<file path="config.mk">
export PLATFORM = sky130hd
export DESIGN_NAME = pipeline_stage_skid
export DESIGN_NICKNAME = d
export VERILOG_FILES = /design/src/rtl/pipeline_stage_skid.sv
export SDC_FILE = /design/constraint.sdc
export NUM_CORES = 1
export LEC_CHECK = 0
export CORE_AREA = 2 2 194 148
export CTS_CLUSTER_SIZE = 40
export DETAILED_ROUTE_END_ITERATION = 8
export DIE_AREA = 0 0 196 150
export PLACE_DENSITY = 0.72
export RECOVER_POWER = 100
export SLEW_MARGIN = 40
export SYNTH_ARGS = -nofsm -noshare
export SYNTH_HDL_FRONTEND = slang
export SYNTH_SLANG_ARGS = --single-unit
</file>
<file path="constraint.sdc">
create_clock -name Clk -period 2 [get_ports Clk]
set_input_delay 0.4 -clock Clk [delete_from_list [all_inputs] [get_ports Clk]]
set_output_delay 0.4 -clock Clk [all_outputs]
set_load 0.03 [all_outputs]
</file>
<file path="src/rtl/pipeline_stage_skid.sv">
// Generic pipeline stage register: one main slot plus one skid slot with valid/ready
// handshaking, flush-to-bubble, and saturating bubble/stall counters.
module pipeline_stage_skid #(
    parameter int DATA_W = 104,
    parameter int CTRL_W = 13,
    parameter int CNT_W  = 16
) (
    input  logic              Clk,
    input  logic              Reset,
    input  logic              Flush,
    input  logic              InValid,
    output logic              InReady,
    input  logic [DATA_W-1:0] InData,
    input  logic [CTRL_W-1:0] InCtrl,
    output logic              OutValid,
    input  logic              OutReady,
    output logic [DATA_W-1:0] OutData,
    output logic [CTRL_W-1:0] OutCtrl,
    output logic [CNT_W-1:0]  BubbleCount,
    output logic [CNT_W-1:0]  StallCount
);

    localparam logic [CNT_W-1:0] CNT_MAX = '1;
    localparam logic [CNT_W-1:0] CNT_ONE = CNT_W'(1);

    logic              mainValid;
    logic [DATA_W-1:0] mainData;
    logic [CTRL_W-1:0] mainCtrl;
    logic              skidValid;
    logic [DATA_W-1:0] skidData;
    logic [CTRL_W-1:0] skidCtrl;

    logic inXfer;
    logic outXfer;
    logic mainAdvance;

    assign inXfer      = InValid & ~skidValid;
    assign outXfer     = mainValid & OutReady;
    assign mainAdvance = ~mainValid | outXfer;

    // The skid flag is itself a flop, so InReady is a registered output.
    assign InReady  = ~skidValid;
    assign OutValid = mainValid;
    assign OutData  = mainData;
    assign OutCtrl  = mainCtrl;

    always_ff @(posedge Clk) begin
        if (Reset) begin
            mainValid   <= 1'b0;
            mainData    <= '0;
            mainCtrl    <= '0;
            skidValid   <= 1'b0;
            skidData    <= '0;
            skidCtrl    <= '0;
            BubbleCount <= '0;
            StallCount  <= '0;
        end else begin
            if (!mainValid && BubbleCount != CNT_MAX) begin
                BubbleCount <= BubbleCount + CNT_ONE;
            end
            // A flushed head is dropped regardless of OutReady, so it is not a stall.
            if (mainValid && !OutReady && !Flush && StallCount != CNT_MAX) begin
                StallCount <= StallCount + CNT_ONE;
            end

            if (Flush) begin
                mainValid <= 1'b0;
                mainCtrl  <= '0;
                skidValid <= 1'b0;
            end else begin
                if (mainAdvance) begin
                    if (skidValid) begin
                        mainValid <= 1'b1;
                        mainData  <= skidData;
                        mainCtrl  <= skidCtrl;
                    end else if (inXfer) begin
                        mainValid <= 1'b1;
                        mainData  <= InData;
                        mainCtrl  <= InCtrl;
                    end else begin
                        // Empty slot presents a NOP; data is left as-is.
                        mainValid <= 1'b0;
                        mainCtrl  <= '0;
                    end
                end

                if (mainAdvance && skidValid) begin
                    skidValid <= 1'b0;
                end else if (inXfer && mainValid && !outXfer) begin
                    skidValid <= 1'b1;
                    skidData  <= InData;
                    skidCtrl  <= InCtrl;
                end
            end
        end
    end

endmodule
</file>
==> summary.md, run 1 <==
| Metric | Value |
|---|---|
| HP Start | `Reset` |
| Clk root buf | `clkbuf_16` |
| Max frequency | `508 MHz` |
| Mean post-synth cell area | `8.65 um2` |
| Chip Height | `150 um` |
| Hold path cells | `2` |
| Routed len/inst | `15.9 um` |
| M1 WL | `13600 um` |
| Max-slew headroom | `36.5%` |
| Sequential share of the synthesized area | `49.3%` |
| Hold Fails Final Rpt | `0` |
| I/O pin cnt | `273` |
| Setup bufs post-CTS | `0` |
| Critical Path, Cell by Cell | `clkdlybuf4s50_1` |
| Routed vias | `9654` |
| Synth Instances | `1259` |
| Clk_lat worst skew | `540 ps` |
| Num rows | `53` |
| Clock buffer depth | `3` |
| Synth cell types | `45` |
| Ys Warns | `0` |
| First-pass GRT wire length | `47200 um` |
| DR vias/cell | `5.14` |
| Worst reg2reg path endpoint | `skidData[26]` |
| Commonest non-fill, non-tap cell in the layout | `dfxtp_1` |
| Final setup fails | `0` |
| Leakage | `5.15 nW` |
| Worst Clk Skew | `12.9 ps` |
| WP buf/inv | `1` |
| Net Count, Synth | `1383` |
| Fin crit share | `98.5%` |
| Share of layout cells above drive strength 1 | `6.25%` |
| Setup TNS | `0 ps` |
| Initial antenna violation count | `1` |
| Design area | `0.0147 mm2` |
| PD cells | `839 mW/mm2` |
| Critical path capture point type | `output port` |
| H-tree levels | `1` |
| CP required | `1600 ps` |
| Max Fanout on Critical Path | `2` |
| Vias in the first global route | `9020` |
| R2R depth | `6` |
| Outcome | `complete, no violations` |
| Placed inst area | `0.0142 mm2` |
| Worst slew pin tran | `953 ps` |
| CTS tree | `yes` |
| Post-synthesis cell area | `0.0109 mm2` |
| Highest Signal Layer | `met4` |
| Worst min-delay path endpoint | `BubbleCount[0]` |
| Overall routing resource usage | `19.6%` |
| Synth Register Bits | `268` |
| Final GP Congestion | `0.853` |
| Num CTS Buffers | `28` |
| Slowest CP cell | `clkdlybuf4s50_1` |
| Max incr delay on CP | `680 ps` |
| Detailed Place HPWL | `20000 um` |
| Sink Count | `268` |
| Final Core Density | `53.2%` |
| WP data arrival | `1570 ps` |
| # port buffers | `272` |
| Min-delay worst type | `in2reg` |
| Met3 routed WL | `2000 um` |
| R2R Setup Slk | `90 ps` |
| Detail Route Antenna Nets | `0` |
| Drt drc | `0` |
| Final Net Count | `1623` |
| Crit Path Class | `reg2out` |
| # Max-Cap Violations | `0` |
| Effective utilization at floorplan | `39.5%` |
| CTS clk-pin slew, worst paths | `60 ps` |
| Core footprint | `0.0276 mm2` |
| Top delay family on crit path | `buffers and inverters` |
| FFs w/ async S/R, synth | `0%` |
| Hold-fix buffers at CTS | `0` |
| Die Wd | `196 um` |
| Top_reg_cell synth | `dfxtp_1` |
| Worst VDD drop | `0.580 mV` |
| Slew Viols, Final | `0` |
| Detailed Route WL | `29900 um` |
| Pre-Repair DR Iteration Count | `5` |
| Reg2reg start | `OutValid` |
| Met2 routed wirelength | `13600 um` |
| Fin crit period | `1970 ps` |
| DIE AREA | `0.0294 mm2` |
| DRT iter0 DRCs | `505` |
| Post-synth EDFFs | `0` |
| CP startpoint kind | `flop` |
| Commonest non-fill, non-tap cells in the layout | `dfxtp_1, nand2_1, clkdlybuf4s50_1, a21oi_1, nor2_1` |
| Grt ovf | `0` |
| Area Overhead vs Synth | `34.9%` |
| Largest net degree at the start of global routing | `100` |
sequential cells by signal, indices dropped and copies added, names as in the netlist:
signal and cells:
BubbleCount 16, OutCtrl 13, OutData 104, OutValid 1, StallCount 16, skidCtrl 13
skidData 104, skidValid 1
cells in the mapped netlist, types with 7 or more instances:
cell type / number / area share, %
dfxtp_1: 268 / 49
nand2_1: 245 / 8.4
a21oi_1: 150 / 6.9
nor2_1: 128 / 4.4
a211oi_1: 117 / 8.1
mux2i_1: 106 / 9.7
clkbuf_1: 63 / 2.2
buf_2: 26 / 1.2
and3_1: 19 / 1.1
o21ai_0: 12 / 0.55
or3_1: 12 / 0.69
nand3_1: 11 / 0.51
nand4_1: 10 / 0.57
nor3_1: 10 / 0.46
buf_1: 8 / 0.28
inv_1: 7 / 0.24
nor2b_1: 7 / 0.40
o31ai_1: 7 / 0.48
worst max path at each step:
| stage | from | end | slack (ps) | cells past startpoint |
|---|---|---|---|---|
| after floorplan | BubbleCount[0] | BubbleCount[1] | 130 | 6 |
| after global placement | Flush | StallCount[13] | -200 | 6 |
| after detailed placement | Flush | OutData[88] | -250 | 7 |
| after CTS | OutData[24] | OutData[24] | 0.02 | 1 |
| after global routing | OutData[83] | OutData[83] | -0.2 | 1 |
| final | OutCtrl[8] | OutCtrl[8] | 30 | 1 |
cell families after synthesis:
| group | share of synthesized area, % |
|---|---|
| buf+inv | 4.28 |
| flops | 49.3 |
| fa+ha+maj | 0.230 |
| compound gates | 17.2 |
| mux | 10.4 |
| simple gates | 18.7 |
area by class of cell:
| type | instances | area (um2) |
|---|---|---|
| inverter | 7 | 26.3 |
| sequential | 268 | 5370 |
| antenna | 1 | 2.50 |
| timing repair buffer | 313 | 2840 |
| clock buffer | 46 | 891 |
| clock inverter | 4 | 48.8 |
| multi-input combinational | 881 | 5060 |
| fill | 2580 | 12900 |
| tap | 357 | 447 |
stage by stage:
step	power (W)	hold WS, ps	setup WS, ps	std cells
5_1_grt	0.0128	326	-0.172	1877
2_1_floorplan	0.00650	436	126	1259
3_3_place_gp	0.00725	441	-196	1826
3_5_place_dp	0.00727	446	-252	1826
6_report	0.0123	306	30.7	1877
4_1_cts	0.0125	284	0.0208	1876
layer usage:
metal,vias to the layer above,global-route usage (%)
met2,265,31.1
met5,-,0
met1,4463,26.8
met3,44,4.42
met4,0,5.27
li1,4882,-
power by group:
group          leakage (nW)  switching, W  internal, W
Combinational          2.50      0.000817     0.000603
Clock                 0.463       0.00212      0.00315
Sequential             2.18      0.000108      0.00552
timing repair:
| action | in CTS | in global routing |
|---|---|---|
| endpoints found under the setup margin | 66 | 36 |
| gates resized for setup | 66 | 36 |
| pin swaps | 0 | 0 |
No activity file was read; power rests on OpenSTA's default activity.
==> run 2, diff against run 1 <==
--- a/config.mk
+++ b/config.mk
@@ -7,7 +7,7 @@
 export LEC_CHECK = 0
-export CORE_AREA = 2 2 194 148
+export CORE_AREA = 2 2 181 139
 export CTS_CLUSTER_SIZE = 40
 export DETAILED_ROUTE_END_ITERATION = 8
-export DIE_AREA = 0 0 196 150
-export PLACE_DENSITY = 0.72
+export DIE_AREA = 0 0 183 141
+export PLACE_DENSITY = 0.8
 export RECOVER_POWER = 100
==> constraint.sdc (replaced) <==
create_clock -name Clk -period 1.9 [get_ports Clk]
set_input_delay 0.475 -clock Clk [delete_from_list [all_inputs] [get_ports Clk]]
set_output_delay 0.475 -clock Clk [all_outputs]
set_load 0.03 [all_outputs]
==> run 2 against run 1 <==
Net effect:
- setup slack improved by 8.2 ps
- sequential cell count unchanged
- routed wire length increased by 0.14%
- critical path type unchanged
- global-route usage rose by 3.0 points
- register-to-register slack got worse by 20 ps
- clock power up 1%
- sequential share of layout area fell by 0.58 points
- combinational power rose by 6%
- total power rose by 3.7%
- clock-buffer cell count fell by 1
- critical path depth unchanged
==> summary.md, run 2 (synthesized netlist as in run 1, its figures left out) <==
| Metric | Value |
|---|---|
| Outcome | `complete, no violations (unchanged)` |
| Design area | `0.0149 mm2 (was 0.0147 mm2)` |
| Area Overhead vs Synth | `37.1% (was 34.9%)` |
| Hold Fails Final Rpt | `0 (unchanged)` |
| Final Core Density | `61.5% (was 53.2%)` |
| Final GP Congestion | `0.873 (was 0.853)` |
| Max incr delay on CP | `490 ps (was 680 ps)` |
| Drt drc | `0 (unchanged)` |
| Worst min-delay path endpoint | `BubbleCount[5] (was BubbleCount[0])` |
| Initial antenna violation count | `2 (was 1)` |
| Overall routing resource usage | `22.5% (was 19.6%)` |
| Worst VDD drop | `0.634 mV (was 0.580 mV)` |
| Max Fanout on Critical Path | `8 (was 2)` |
| Met2 Use GR | `36.6% (was 31.1%)` |
| Hold path cells | `2 (unchanged)` |
| Worst Clk Skew | `9.07 ps (was 12.9 ps)` |
| Commonest non-fill, non-tap cells in the layout | `dfxtp_1, nand2_1, a21oi_1, dlygate4sd2_1, nor2_1 (was dfxtp_1, nand2_1, clkdlybuf4s50_1, a21oi_1, nor2_1)` |
| PD cells | `856 mW/mm2 (was 839 mW/mm2)` |
| DIE AREA | `0.0258 mm2 (was 0.0294 mm2)` |
| Detailed Route WL | `29900 um (about the same)` |
| Effective utilization at floorplan | `44.8% (was 39.5%)` |
| Final Net Count | `1645 (was 1623)` |
| Crit Path Class | `reg2out (unchanged)` |
| GR peak layer | `met2 (unchanged)` |
| Routed vias | `9964 (was 9654)` |
| Critical Path, Cell by Cell | `clkdlybuf4s15_2 (was clkdlybuf4s50_1)` |
| CP startpoint kind | `flop (unchanged)` |
| Slew Viols, Final | `0 (unchanged)` |
| CTS tree | `yes (unchanged)` |
| Detailed Place HPWL | `20000 um (about the same)` |
| CP required | `1420 ps (was 1600 ps)` |
| HP Start | `Reset (unchanged)` |
| Vias in the first global route | `9443 (was 9020)` |
| Num rows | `50 (was 53)` |
| Leakage | `5.61 nW (was 5.15 nW)` |
| Num CTS Buffers | `28 (unchanged)` |
| Clock buffer depth | `3 (unchanged)` |
| Largest net degree at the start of global routing | `64 (was 100)` |
| R2R Setup Slk | `70 ps (was 90 ps)` |
| Commonest non-fill, non-tap cell in the layout | `dfxtp_1 (unchanged)` |
| Die Wd | `183 um (was 196 um)` |
| Worst slew pin tran | `832 ps (was 953 ps)` |
| # port buffers | `272 (unchanged)` |
| Fin crit share | `98.0%` |
| Sink Count | `268 (unchanged)` |
| Grt ovf | `0 (unchanged)` |
| Max-slew headroom | `44.6% (was 36.5%)` |
| Met1 GRT Util | `30.3% (was 26.8%)` |
| Share of layout cells above drive strength 1 | `8.65% (was 6.25%)` |
| Worst reg2reg path endpoint | `BubbleCount[6] (was skidData[26])` |
| First-pass GRT wire length | `48300 um (was 47200 um)` |
| Pre-Repair DR Iteration Count | `5 (unchanged)` |
| Clk_lat worst skew | `530 ps (was 540 ps)` |
| Filler cell count | `2068 (was 2580)` |
| Critical path capture point type | `output port (unchanged)` |
| Top delay family on crit path | `flip-flops (was buffers and inverters)` |
| Detail Route Antenna Nets | `0 (unchanged)` |
| RSZ-0062 raised after global routing | `true` |
| Fin crit period | `1860 ps` |
| Met3 usage | `5.40% (was 4.42%)` |
| WP data arrival | `1390 ps (was 1570 ps)` |
| Final Worst Setup Slack | `38.9 ps (was 30.7 ps)` |
| Routed len/inst | `16.2 um (was 15.9 um)` |
| DRT iter0 DRCs | `751 (was 505)` |
| CTS clk-pin slew, worst paths | `70 ps (was 60 ps)` |
| Slowest CP cell | `dfxtp_1 (was clkdlybuf4s50_1)` |
| Reg2reg start | `BubbleCount[0] (was OutValid)` |
| Max frequency | `537 MHz` |
| DR vias/cell | `5.38 (was 5.14)` |
| # Max-Cap Violations | `0 (unchanged)` |
| Min-delay worst type | `in2reg (unchanged)` |
| Post-Place Worst Slack | `-366 ps (was -252 ps)` |
| I/O pin cnt | `273 (unchanged)` |
| Core footprint | `0.0243 mm2 (was 0.0276 mm2)` |
| R2R depth | `6 (unchanged)` |
| H-tree levels | `1 (unchanged)` |
| Placed inst area | `0.0143 mm2 (was 0.0142 mm2)` |
| Clk root buf | `clkbuf_16 (unchanged)` |
| Chip Height | `141 um (was 150 um)` |
| WP buf/inv | `1 (unchanged)` |
| Final setup fails | `0 (unchanged)` |
-- run 2: cell types whose count changed in the layout (fill, tap and decap cells not counted), moves of 2 or more --
cell / previous run / this run
clkdlybuf4s15_2: 0 / 2
buf_6: 4 / 2
buf_12: 11 / 16
buf_4: 14 / 36
dlygate4sd2_1: 66 / 131
clkbuf_1: 51 / 11
clkdlybuf4s50_1: 168 / 120
clkdlybuf4s15_1: 0 / 8
clkbuf_2: 5 / 15
-- run 2: layer usage --
layer	up-vias	wire, um
met2	284	13900
met4	0	529
met3	38	2080
met5	-	0
met1	4708	13400
li1	4934	-
-- run 2: worst max path at each step --
| stage | cells past startpoint | start | to | slack (ps) |
|---|---|---|---|---|
| floorplan | 6 | BubbleCount[0] | BubbleCount[1] | 30 |
| global placement | 6 | Flush | StallCount[13] | -330 |
| finish | 1 | BubbleCount[3] | BubbleCount[3] | 40 |
| global route | 1 | StallCount[0] | StallCount[0] | -2 |
| CTS | 1 | BubbleCount[5] | BubbleCount[5] | 0.8 |
| detailed placement | 6 | Flush | StallCount[13] | -370 |
-- run 2: repair_timing --
item	in CTS	in global routing
hold buffers	0	0
buffers inserted	0	1
gates resized for setup	163	24
endpoints found under the hold margin	0	0
setup endpoints to repair	151	28
-- run 2: power breakdown --
part	switching, W	internal [W]	total [W]
clock	0.00218	0.00315	0.00533
sequential	0.000115	0.00581	0.00593
combinational	0.000869	0.000641	0.00151
total	0.00317	0.00960	0.0128
-- run 2: area by class of cell --
| type | instances | area, um2 | share of cell area (%) |
|---|---|---|---|
| inverter | 7 | 26.3 | 0.176 |
| timing repair buffer | 335 | 3160 | 21.2 |
| tap | 312 | 390 | 2.62 |
| clock inverter | 2 | 10.0 | 0.0671 |
| sequential | 268 | 5370 | 36.0 |
| multi-input combinational | 881 | 5080 | 34.0 |
| clock buffer | 45 | 886 | 5.94 |
| antenna | 2 | 5.00 | 0.0335 |
-- run 2: metrics by stage --
stage,power [W],hold slack (ps),setup TNS [ps],instances
after floorplan,0.00684,436,0,1259
after CTS,0.0129,207,0,1849
after global routing,0.0132,231,-2.06,1851
after global placement,0.00765,441,-52530,1802
final,0.0128,224,0,1852
after detailed placement,0.00768,446,-60020,1802
